==> src/rtl/mc_control.sv <==
// mc_control: multicycle MIPS control FSM (Moore) with optional memory-ready
// handshake and illegal-opcode trap.
module mc_control #(
    parameter bit MEM_HANDSHAKE = 1'b1,
    parameter bit TRAP_ILLEGAL  = 1'b1
) (
    input  logic       clk,
    input  logic       rst,
    input  logic [5:0] opcode,
    input  logic       mem_ready,
    output logic       pcWr,
    output logic       pcWrCond,
    output logic       iorD,
    output logic       memRe,
    output logic       memWr,
    output logic       irWr,
    output logic       mem2reg,
    output logic       regDst,
    output logic       regWr,
    output logic       aluSrcA,
    output logic [1:0] aluSrcB,
    output logic [1:0] aluop,
    output logic [1:0] pcSrc,
    output logic       instr_done,
    output logic       bad_op,
    output logic       trap,
    output logic [3:0] state
);
    typedef enum logic [3:0] {
        FETCH = 4'd0, DECODE = 4'd1, MEMADR = 4'd2, MEMRD = 4'd3, MEMWB = 4'd4,
        MEMWR = 4'd5, EXEC = 4'd6, RWB = 4'd7, BEQ = 4'd8, JUMP = 4'd9,
        IADD = 4'd10, IOR = 4'd11, IWB = 4'd12, TRAP = 4'd15
    } state_t;

    state_t state_q, state_d;
    logic   is_load_q, is_load_d;
    logic   rdy;

    assign rdy   = MEM_HANDSHAKE ? mem_ready : 1'b1;
    assign state = state_q;

    always_ff @(posedge clk or posedge rst) begin
        if (rst) begin
            state_q   <= FETCH;
            is_load_q <= 1'b0;
        end else begin
            state_q   <= state_d;
            is_load_q <= is_load_d;
        end
    end

    always_comb begin
        state_d    = state_q;
        is_load_d  = is_load_q;
        pcWr       = 1'b0;
        pcWrCond   = 1'b0;
        iorD       = 1'b0;
        memRe      = 1'b0;
        memWr      = 1'b0;
        irWr       = 1'b0;
        mem2reg    = 1'b0;
        regDst     = 1'b0;
        regWr      = 1'b0;
        aluSrcA    = 1'b0;
        aluSrcB    = 2'b00;
        aluop      = 2'b00;
        pcSrc      = 2'b00;
        instr_done = 1'b0;
        bad_op     = 1'b0;
        trap       = 1'b0;
        case (state_q)
            FETCH: begin
                memRe   = 1'b1;
                aluSrcB = 2'b01;
                irWr    = rdy;
                pcWr    = rdy;
                state_d = rdy ? DECODE : FETCH;
            end
            DECODE: begin
                aluSrcB   = 2'b11;
                is_load_d = opcode == 6'b100011;
                case (opcode)
                    6'b000000:            state_d = EXEC;
                    6'b100011, 6'b101011: state_d = MEMADR;
                    6'b000100:            state_d = BEQ;
                    6'b000010:            state_d = JUMP;
                    6'b001000:            state_d = IADD;
                    6'b001101:            state_d = IOR;
                    default: begin
                        bad_op     = 1'b1;
                        instr_done = !TRAP_ILLEGAL;
                        state_d    = TRAP_ILLEGAL ? TRAP : FETCH;
                    end
                endcase
            end
            MEMADR: begin
                aluSrcA = 1'b1;
                aluSrcB = 2'b10;
                state_d = is_load_q ? MEMRD : MEMWR;
            end
            MEMRD: begin
                memRe   = 1'b1;
                iorD    = 1'b1;
                state_d = rdy ? MEMWB : MEMRD;
            end
            MEMWB: begin
                regWr      = 1'b1;
                mem2reg    = 1'b1;
                instr_done = 1'b1;
                state_d    = FETCH;
            end
            MEMWR: begin
                memWr      = 1'b1;
                iorD       = 1'b1;
                instr_done = rdy;
                state_d    = rdy ? FETCH : MEMWR;
            end
            EXEC: begin
                aluSrcA = 1'b1;
                aluop   = 2'b10;
                state_d = RWB;
            end
            RWB: begin
                regWr      = 1'b1;
                regDst     = 1'b1;
                instr_done = 1'b1;
                state_d    = FETCH;
            end
            BEQ: begin
                aluSrcA    = 1'b1;
                aluop      = 2'b01;
                pcWrCond   = 1'b1;
                pcSrc      = 2'b01;
                instr_done = 1'b1;
                state_d    = FETCH;
            end
            JUMP: begin
                pcWr       = 1'b1;
                pcSrc      = 2'b10;
                instr_done = 1'b1;
                state_d    = FETCH;
            end
            IADD, IOR: begin
                aluSrcA = 1'b1;
                aluSrcB = 2'b10;
                aluop   = state_q == IOR ? 2'b11 : 2'b00;
                state_d = IWB;
            end
            IWB: begin
                regWr      = 1'b1;
                instr_done = 1'b1;
                state_d    = FETCH;
            end
            TRAP: trap = 1'b1;
            default: state_d = FETCH;
        endcase
        // Reset silences every control combinationally, even the FETCH enables.
        if (rst) begin
            {pcWr, pcWrCond, iorD, memRe, memWr, irWr, mem2reg, regDst, regWr, aluSrcA} = '0;
            {aluSrcB, aluop, pcSrc, instr_done, bad_op, trap} = '0;
        end
    end
endmodule

==> config.mk <==
export PLATFORM = sky130hd
export DESIGN_NAME = mc_control
export DESIGN_NICKNAME = d
export VERILOG_FILES = /design/src/rtl/mc_control.sv
export SDC_FILE = /design/constraint.sdc
export NUM_CORES = 1
export LEC_CHECK = 0
export ABC_CLOCK_PERIOD_IN_PS = 2750
export CAP_MARGIN = 20
export CELL_PAD_IN_SITES_DETAIL_PLACEMENT = 1
export CELL_PAD_IN_SITES_GLOBAL_PLACEMENT = 1
export CORE_MARGIN = 4
export CORE_UTILIZATION = 30
export CTS_CLUSTER_SIZE = 14
export DETAILED_ROUTE_END_ITERATION = 16
export GPL_TIMING_DRIVEN = 1
export HOLD_SLACK_MARGIN = 0.03
export PLACE_DENSITY_LB_ADDON = 0.1
export SETUP_SLACK_MARGIN = 0.05
export SYNTH_ARGS = -nofsm -noshare
export SYNTH_HDL_FRONTEND = slang
export SYNTH_SLANG_ARGS = --single-unit
==> constraint.sdc <==
create_clock -name clk -period 2.75 [get_ports clk]
set_input_delay 0.4125 -clock clk [delete_from_list [all_inputs] [get_ports clk]]
set_output_delay 0.4125 -clock clk [all_outputs]
set_load 0.02 [all_outputs]
; ---- Word level (Yosys, flattened, before mapping)
; Index checks and enable logic that the tools add are counted.
; Widths: inputs -> output; s select.
[word_totals]
regBits = 5
inputBits = 9
output_inout_bits = 23
[op_classes]
eq_ne = 19
n_mux = 40
n_reduce_logical = 11
[ops]
columns = operator, count
row1 = $pmux 4 s8, 1
row2 = $mux 1, 26
row3 = $eq 4x4->1 const B, 6
row4 = $pmux 4 s6, 1
row5 = $eq 4x3->1 const B, 4
row6 = $eq 6x4->1 const B, 2
row7 = $eq 6x6->1 const B, 2
row8 = $pmux 2 s3, 2
row9 = $reduce_or 5->1, 2
row10 = $mux 3, 3
row11 = $eq 4x2->1 const B, 2
row12 = $mux 2, 4
row13 = $reduce_or 2->1, 4
row14 = $reduce_or 7->1, 1
row15 = $eq 6x2->1 const B, 1
row16 = $eq 6x3->1 const B, 1
row17 = $logic_not 6->1, 1
row18 = $reduce_or 3->1, 2
row19 = $eq 4x1->1 const B, 1
row20 = $logic_not 4->1, 1
row21 = $pmux 1 s2, 2
row22 = $pmux 2 s2, 1

; ---- Longest topological paths before layout
; Gate-level depths: netlist (run 1).
[depth]
word_depth = 5
mapped_depth = 5
ltp_nobuf = 4

; ---- Least setup slack after synthesis (run 1)
; No wires, ideal clock.
[synth_path]
path_kind = reg-to-output
start = register state_q[3] (netlist: state[3])
end = output port bad_op
arrival_time_ps = 1862
required_time_ps = 2338
path_slack_ps = 476
path_stages_with_launch = 4
n_path_buf = 1
path_cell_list = dfrtp_1 -> buf_2 -> nor4_1 -> and4_1
[synth_between]
elab_chain_len = 3
[synth_rtl]
columns = item, line
row1 = from (decl), 35  ; state_t state_q, state_d;
row2 = from (signal assigned), 47  ; state_q <= state_d;
row3 = $eq 4x1->1, 71  ; case (state_q)
row4 = $mux 1, 71
row5 = $mux 1, 158  ; if (rst) begin
row6 = to (decl), 25  ; output logic bad_op,
; No other way between the ends.

; ---- Worst setup path after layout (run 1)
[layout_path]
start = register state_q[1] (netlist: state[1])
end = output port aluSrcB[1]
[layout_between]
elab_chain_len = 4
[layout_rtl]
columns = item, line
row1 = $eq 4x4->1 / $eq 4x2->1 (equally long branches), 71
row2 = $reduce_or 3->1 (no source line), -
row3 = $pmux 2 s3 (*), 71
row4 = $mux 2 (*), 158
row5 = to (decl), 21  ; output logic [1:0] aluSrcB,
; Every way passes the cells marked *; elsewhere a longest branch is shown, timed or not.

==> metrics.cfg, run 1 <==
[timing]
slew_violations = 0
finalHoldViolations = 0
fmax_mhz = 392.1
finalWorstSetupSlack_ns = 0.1997
tns_ns = 0
rsz0062_at_grt = no
tightest_slew_ns = 0.4912
setup_viol = 0
slew_headroom_pct = 67.25
skew_ns = 0.003812
min_period_over_period_pct = 92.74
period_minus_slack_ns = 2.550

[routing]
vias = 921
wirelength_mm = 2.511
first_pass_iters = 4
postRouteAntennaNets = 0
drc_errors = 0
drt_iter0_markers = 19
wire_per_inst_um = 15.04
vias_per_cell = 5.515

[status]
status = finished clean

[place]
dpl_worst_slack_ns = 0.02137
gp_congestion = 0.7447
portBuffers = 31
post-dp-hpwl_mm = 2.041

[clock_network]
cts_buffer_depth = 2
clkTransAtPathRegs_ns = 0.04
cts-root-buf = clkbuf_4
cts_made_buffers = 3
post_cts.repair.setup_buffers = 0
clock_latency_ns = 0.24
cts_sinks = 5
htreeDepth = 1
cts_tree = done

[global_route]
grt_max_degree = 15
antenna_found_initial = 0
grt_pass1_vias = 909
overflow = 0
grt_use_total_pct = 16.33
grt_pass1_wl_mm = 4.188

[floorplanning]
chipHeight_um = 56.72
core.rowCount = 17
io_pins = 32
die_x_um = 56.72
start_util_pct = 31.88
die_area_sq_um = 3217
core-area_sq_um = 2233

[critical_path]
critical_path_class = reg2out
crit_fanout = 14
arrival_ns = 2.14
cp-start-kind = flop
required_ns = 2.34
slowest_delay_ns = 0.64
cp-end-kind = output port
crit_slowest_cell = clkdlybuf4s50_1
path_cells = or3b_4 > a211oi_1 > clkdlybuf4s50_1

[pwr]
p_per_area_nw_per_um2 = 910.0
p_leak_nw = 0.4478
vdd_drop_max_mv = 0.3973

[synthesis]
ys_ff_latch = 5
async_reset_ff_share_pct = 100.0
synthDistinctLibCells = 37
yosys.cell_count.top_type = nor2_1
synth_nets = 114
syn_area_per_cell_sq_um = 6.780
yosysTopAreaCellShare_pct = 17.57
synthTopCellsByCount = 14 x nor2_1, 9 x buf_2, 8 x nor3_1
synth_edf_count = 0
yosysSeqAreaShare_pct = 17.57
postSynthCellCount = 105
ys_warn_count = 0
yosysTopAreaCell = dfrtp_1
synth.area.top_cells = dfrtp_1 18%, nor2_1 7.4%, buf_2 6.3%, nor3_1 5.6%, nor4_1 4.4%
syn_area_sq_um = 711.9
synthFlopType = dfrtp_1

[final_layout]
final-seq-area_sq_um = 125.1
multi_input_area_sq_um = 500.5
fillCellCount = 297
area_growth_pct = 55.01
diodes = 0
nets = 149
layout-drive-gt1-share_pct = 12.23

[flow_run]
maxCapViolCount = 0

[hold_path]
hold_path_class = reg2reg

## logic make-up after synthesis
group	Yosys count	synth area share [%]
buffers and inverters	18	12.13
AND/OR/NAND/NOR	49	36.91
AO/OA/AOI/OAI	29	28.47
flip-flops	5	17.57
XOR/XNOR	4	4.922
## state kept, by name, summed over array words and instances (netlist names)
register and cells:
state 4, is_load_q 1
## final cells by class
| type | count | area share [%] |
|---|---|---|
| Inverter | 5 | 1.701 |
| Timing Repair Buffer | 43 | 36.05 |
| Tap cell | 28 | 3.175 |
| Sequential cell | 5 | 11.34 |
| Multi-Input combinational cell | 82 | 45.35 |
| Clock buffer | 4 | 2.381 |
## power by group
group          leakage (nW)  switching, W  internal, W
combinational         0.368      0.000391     0.000343
sequential           0.0645     0.0000853     0.000101
clock                0.0150     0.0000295    0.0000548
## worst max-delay path, delay by kind of cell (launching register included)
family,cells,cell delay (ns)
and+or+nand+nor,1,0.48
AOI/OAI and AO/OA,1,0.22
DFF,1,0.55
buffers and inverters,1,0.64
## through the flow
step	total power, W	instances	util, %	hold slack [ns]	cell area [sq um]
2_1_floorplan	0.0006461	105	-	0.3764	711.9
3_3_place_gp	0.0009106	163	48.35	0.5023	1080
3_5_place_dp	0.0009262	163	48.35	0.5162	1080
4_1_cts	0.001015	167	49.41	0.5248	1104
5_1_grt	0.001099	167	49.41	0.5539	1104
6_report	0.001004	167	49.41	0.5204	1104
## cells in the final DEF (no fill, tap or decap)
cell type         n
o221ai_1          1
buf_4            12
a222oi_1          1
xor2_1            2
inv_1             5
a32oi_1           1
clkdlybuf4s50_1  29
a32o_1            1
a21oi_1           6
nand2b_1          3
a211oi_1          3
clkbuf_4          3
nor3_1            8
a31oi_1           1
a22oi_1           1
nor4_1            5
a221oi_2          1
o22ai_1           1
nor2_1           14
nor4b_1           2
and4_1            3
nor2b_1           2
or3b_4            1
xnor2_1           2
or2_1             1
a2bb2oi_1         1
dlygate4sd2_1     2
dfrtp_1           5
nand2_1           6
nand3_1           1
a21boi_1          1
o21ai_0           5
nand4_1           1
and3_1            2
clkbuf_1          1
o21ai_1           1
a21o_1            2
o31ai_1           1
a211o_1           1
## per-layer routing
| metal | up-vias | GRT usage [%] | part of all wire [%] |
|---|---|---|---|
| met5 | - | 0 | 0 |
| met4 | 0 | 5.085 | 0.76 |
| met3 | 2 | 3.448 | 5.3 |
| met2 | 31 | 27.06 | 49 |
| met1 | 435 | 20.87 | 45 |
| li1 | 453 | - | - |
## repair_timing
| item | CTS | global route |
|---|---|---|
| hold buffers | 0 | 0 |
| endpoints found under the setup margin | 1 | 0 |
| gates resized for setup | 3 | 0 |
## worst paths after layout
| path | start | to | slack [ns] | depth (start not counted) |
|---|---|---|---|---|
| setup / recovery | state[1] | aluSrcB[1] | 0.20 | 3 |
| hold / removal | is_load_q | is_load_q | 0.52 | 2 |
| setup reg to reg | state[3] | state[2] | 1.07 | 5 |
| hold reg to reg | is_load_q | is_load_q | 0.52 | 2 |
| max in group asynchronous | rst | state[1] | 2.05 | 3 |
| min in group asynchronous | rst | state[3] | 0.60 | 3 |
No activity file was read; power rests on OpenSTA's default activity.
==> run 2: changes to the inputs <==
--- a/config.mk
+++ b/config.mk
@@ -9,7 +9,6 @@
 export CAP_MARGIN = 20
 export CELL_PAD_IN_SITES_DETAIL_PLACEMENT = 1
 export CELL_PAD_IN_SITES_GLOBAL_PLACEMENT = 1
-export CORE_MARGIN = 4
 export CORE_UTILIZATION = 30
 export CTS_CLUSTER_SIZE = 14
 export DETAILED_ROUTE_END_ITERATION = 16
==> run 2 against run 1 <==
  * Via count fell by 1.3%
  * Combinational power up 2%
  * Utilization increased by 0.67 points
  * Clock power rose by 11%
  * Worst hold slack improved by 0.012 ns
  * Clock-buffer cell count shrank 1
  * Worst setup slack got worse by 0.0039 ns
  * Design area grew 1.4%
  * Register-to-register slack gained 0.03 ns
  * Maximum frequency down 0.15%
  * Critical path type unchanged
  * Largest cell class unchanged
  * Highest routed layer unchanged
==> metrics.cfg, run 2 (synthesized netlist as in run 1, its figures left out) <==
[status]
status = finished clean

[routing]
met2_length_mm = 1.001
wl_met3_um = 96
vias_per_cell = 5.443
vias = 909
drc_errors = 0
wl_met1_mm = 1.250
drt_iter0_markers = 11
wire_per_inst_um = 14.26
wirelength_mm = 2.381
highest_layer = met4
first_pass_iters = 4
postRouteAntennaNets = 0

[place]
portBuffers = 31
gp_congestion = 0.8603
post-dp-hpwl_mm = 1.874
dpl_worst_slack_ns = 0.01756
placed_area_sq_um = 1080

[timing]
period_minus_slack_ns = 2.554
finalWorstSetupSlack_ns = 0.1958
setup_viol = 0
tns_ns = 0
fmax_mhz = 391.5
skew_ns = 0.0007633
finalHoldViolations = 0
rsz0062_at_grt = no
slew_headroom_pct = 68.22
tightest_slew_ns = 0.4767
min_period_over_period_pct = 92.88
slew_violations = 0

[critical_path]
critical_path_class = reg2out
cp-end-kind = output port
crit_fanout = 13
arrival_ns = 2.14
cp-start-kind = flop
required_ns = 2.34

[clock_network]
cts-root-buf = clkbuf_4
htreeDepth = 1
cts_made_buffers = 3
cts_buffer_depth = 2
clock_latency_ns = 0.26
cts_hold_buf = 0
clkTransAtPathRegs_ns = 0.05
cts_sinks = 5
cts_tree = done

[pwr]
power_w = 0.001017
p_leak_nw = 0.4873
vdd_drop_max_mv = 0.5067
p_per_area_nw_per_um2 = 909.5

[floorplanning]
start_util_pct = 31.88
io_pins = 32
core-area_sq_um = 2233
die_area_sq_um = 2572
chipHeight_um = 50.72
die_x_um = 50.72
core.rowCount = 17

[global_route]
antenna_found_initial = 0
grt_pass1_wl_mm = 4.002
grt_use_total_pct = 20.88
overflow = 0
grt_pass1_vias = 831
grt_max_degree = 16

[final_layout]
nets = 149
largest_reg_flops = 4
fin_area_sq_um = 1119
final_common_cell = clkdlybuf4s50_1
layout-drive-gt1-share_pct = 13.67
mostFrequentLayoutCells = 28 x clkdlybuf4s50_1, 14 x nor2_1, 12 x buf_4, 8 x nor3_1
diodes = 0
fillCellCount = 283
area_growth_pct = 57.12

[flow_run]
maxCapViolCount = 0

[hold_path]
hold_path_class = reg2reg

[run 2: cell types whose count changed in the layout (fill, tap and decap cells not counted)]
cell,previous run,this run
dlymetal6s2s_1,0,2
clkinv_2,0,1
xnor2_2,0,1
clkdlybuf4s50_1,29,28
xnor2_1,2,1
clkbuf_1,1,0
dlygate4sd2_1,2,1
[run 2: cell type report]
class	instances	area [sq um]	share of cell area, %
well taps	28	35.03	3.132
clock inverters	1	5.005	0.4474
repair buffers	43	404.1	36.13
flip-flops and latches	5	125.1	11.19
clock buffers	3	22.52	2.013
inverters	5	18.77	1.678
multi-input cells	82	508.0	45.41
[run 2: power breakdown]
group          total [W]  internal (W)  switching [W]  leakage (nW)
Combinational   0.000749      0.000350       0.000399         0.405
Sequential      0.000175      0.000101      0.0000742        0.0645
Clock          0.0000932     0.0000532      0.0000400        0.0177
[run 2: through the flow]
step | instances | hold WS [ns] | util, %
floorplan | 105 | 0.3764 | -
global placement | 163 | 0.5270 | 48.35
detailed placement | 163 | 0.5149 | 48.35
CTS | 167 | 0.5291 | 49.52
global route | 167 | 0.5468 | 50.08
finish | 167 | 0.5325 | 50.08
[run 2: final timing paths]
check                           from         end  slack, ns  depth (start not counted)
setup / recovery            state[1]  aluSrcB[1]       0.20                          3
hold / removal             is_load_q   is_load_q       0.53                          2
setup reg to reg            state[0]    state[2]       1.10                          5
hold reg to reg            is_load_q   is_load_q       0.53                          2
max in group asynchronous        rst   is_load_q       2.04                          3
min in group asynchronous        rst    state[1]       0.62                          3
[run 2: timing repair]
item,in CTS,in global routing
gates cloned,0,0
setup buffers,0,0
setup endpoints to repair,1,2
pin swaps,0,0
gates resized for setup,1,4
[run 2: layer usage]
| layer | global-route usage (%) | vias to the layer above |
|---|---|---|
| met4 | 6.944 | 0 |
| met3 | 5.455 | 4 |
| met5 | 0 | - |
| met1 | 28.80 | 429 |
| met2 | 31.11 | 21 |
| li1 | - | 455 |
[run 2: worst max-delay path, stage by stage (launching register included)]
cell             delay [ns]
dfrtp_1                0.53
or3b_4                 0.47
a211oi_1               0.23
clkdlybuf4s50_1        0.65
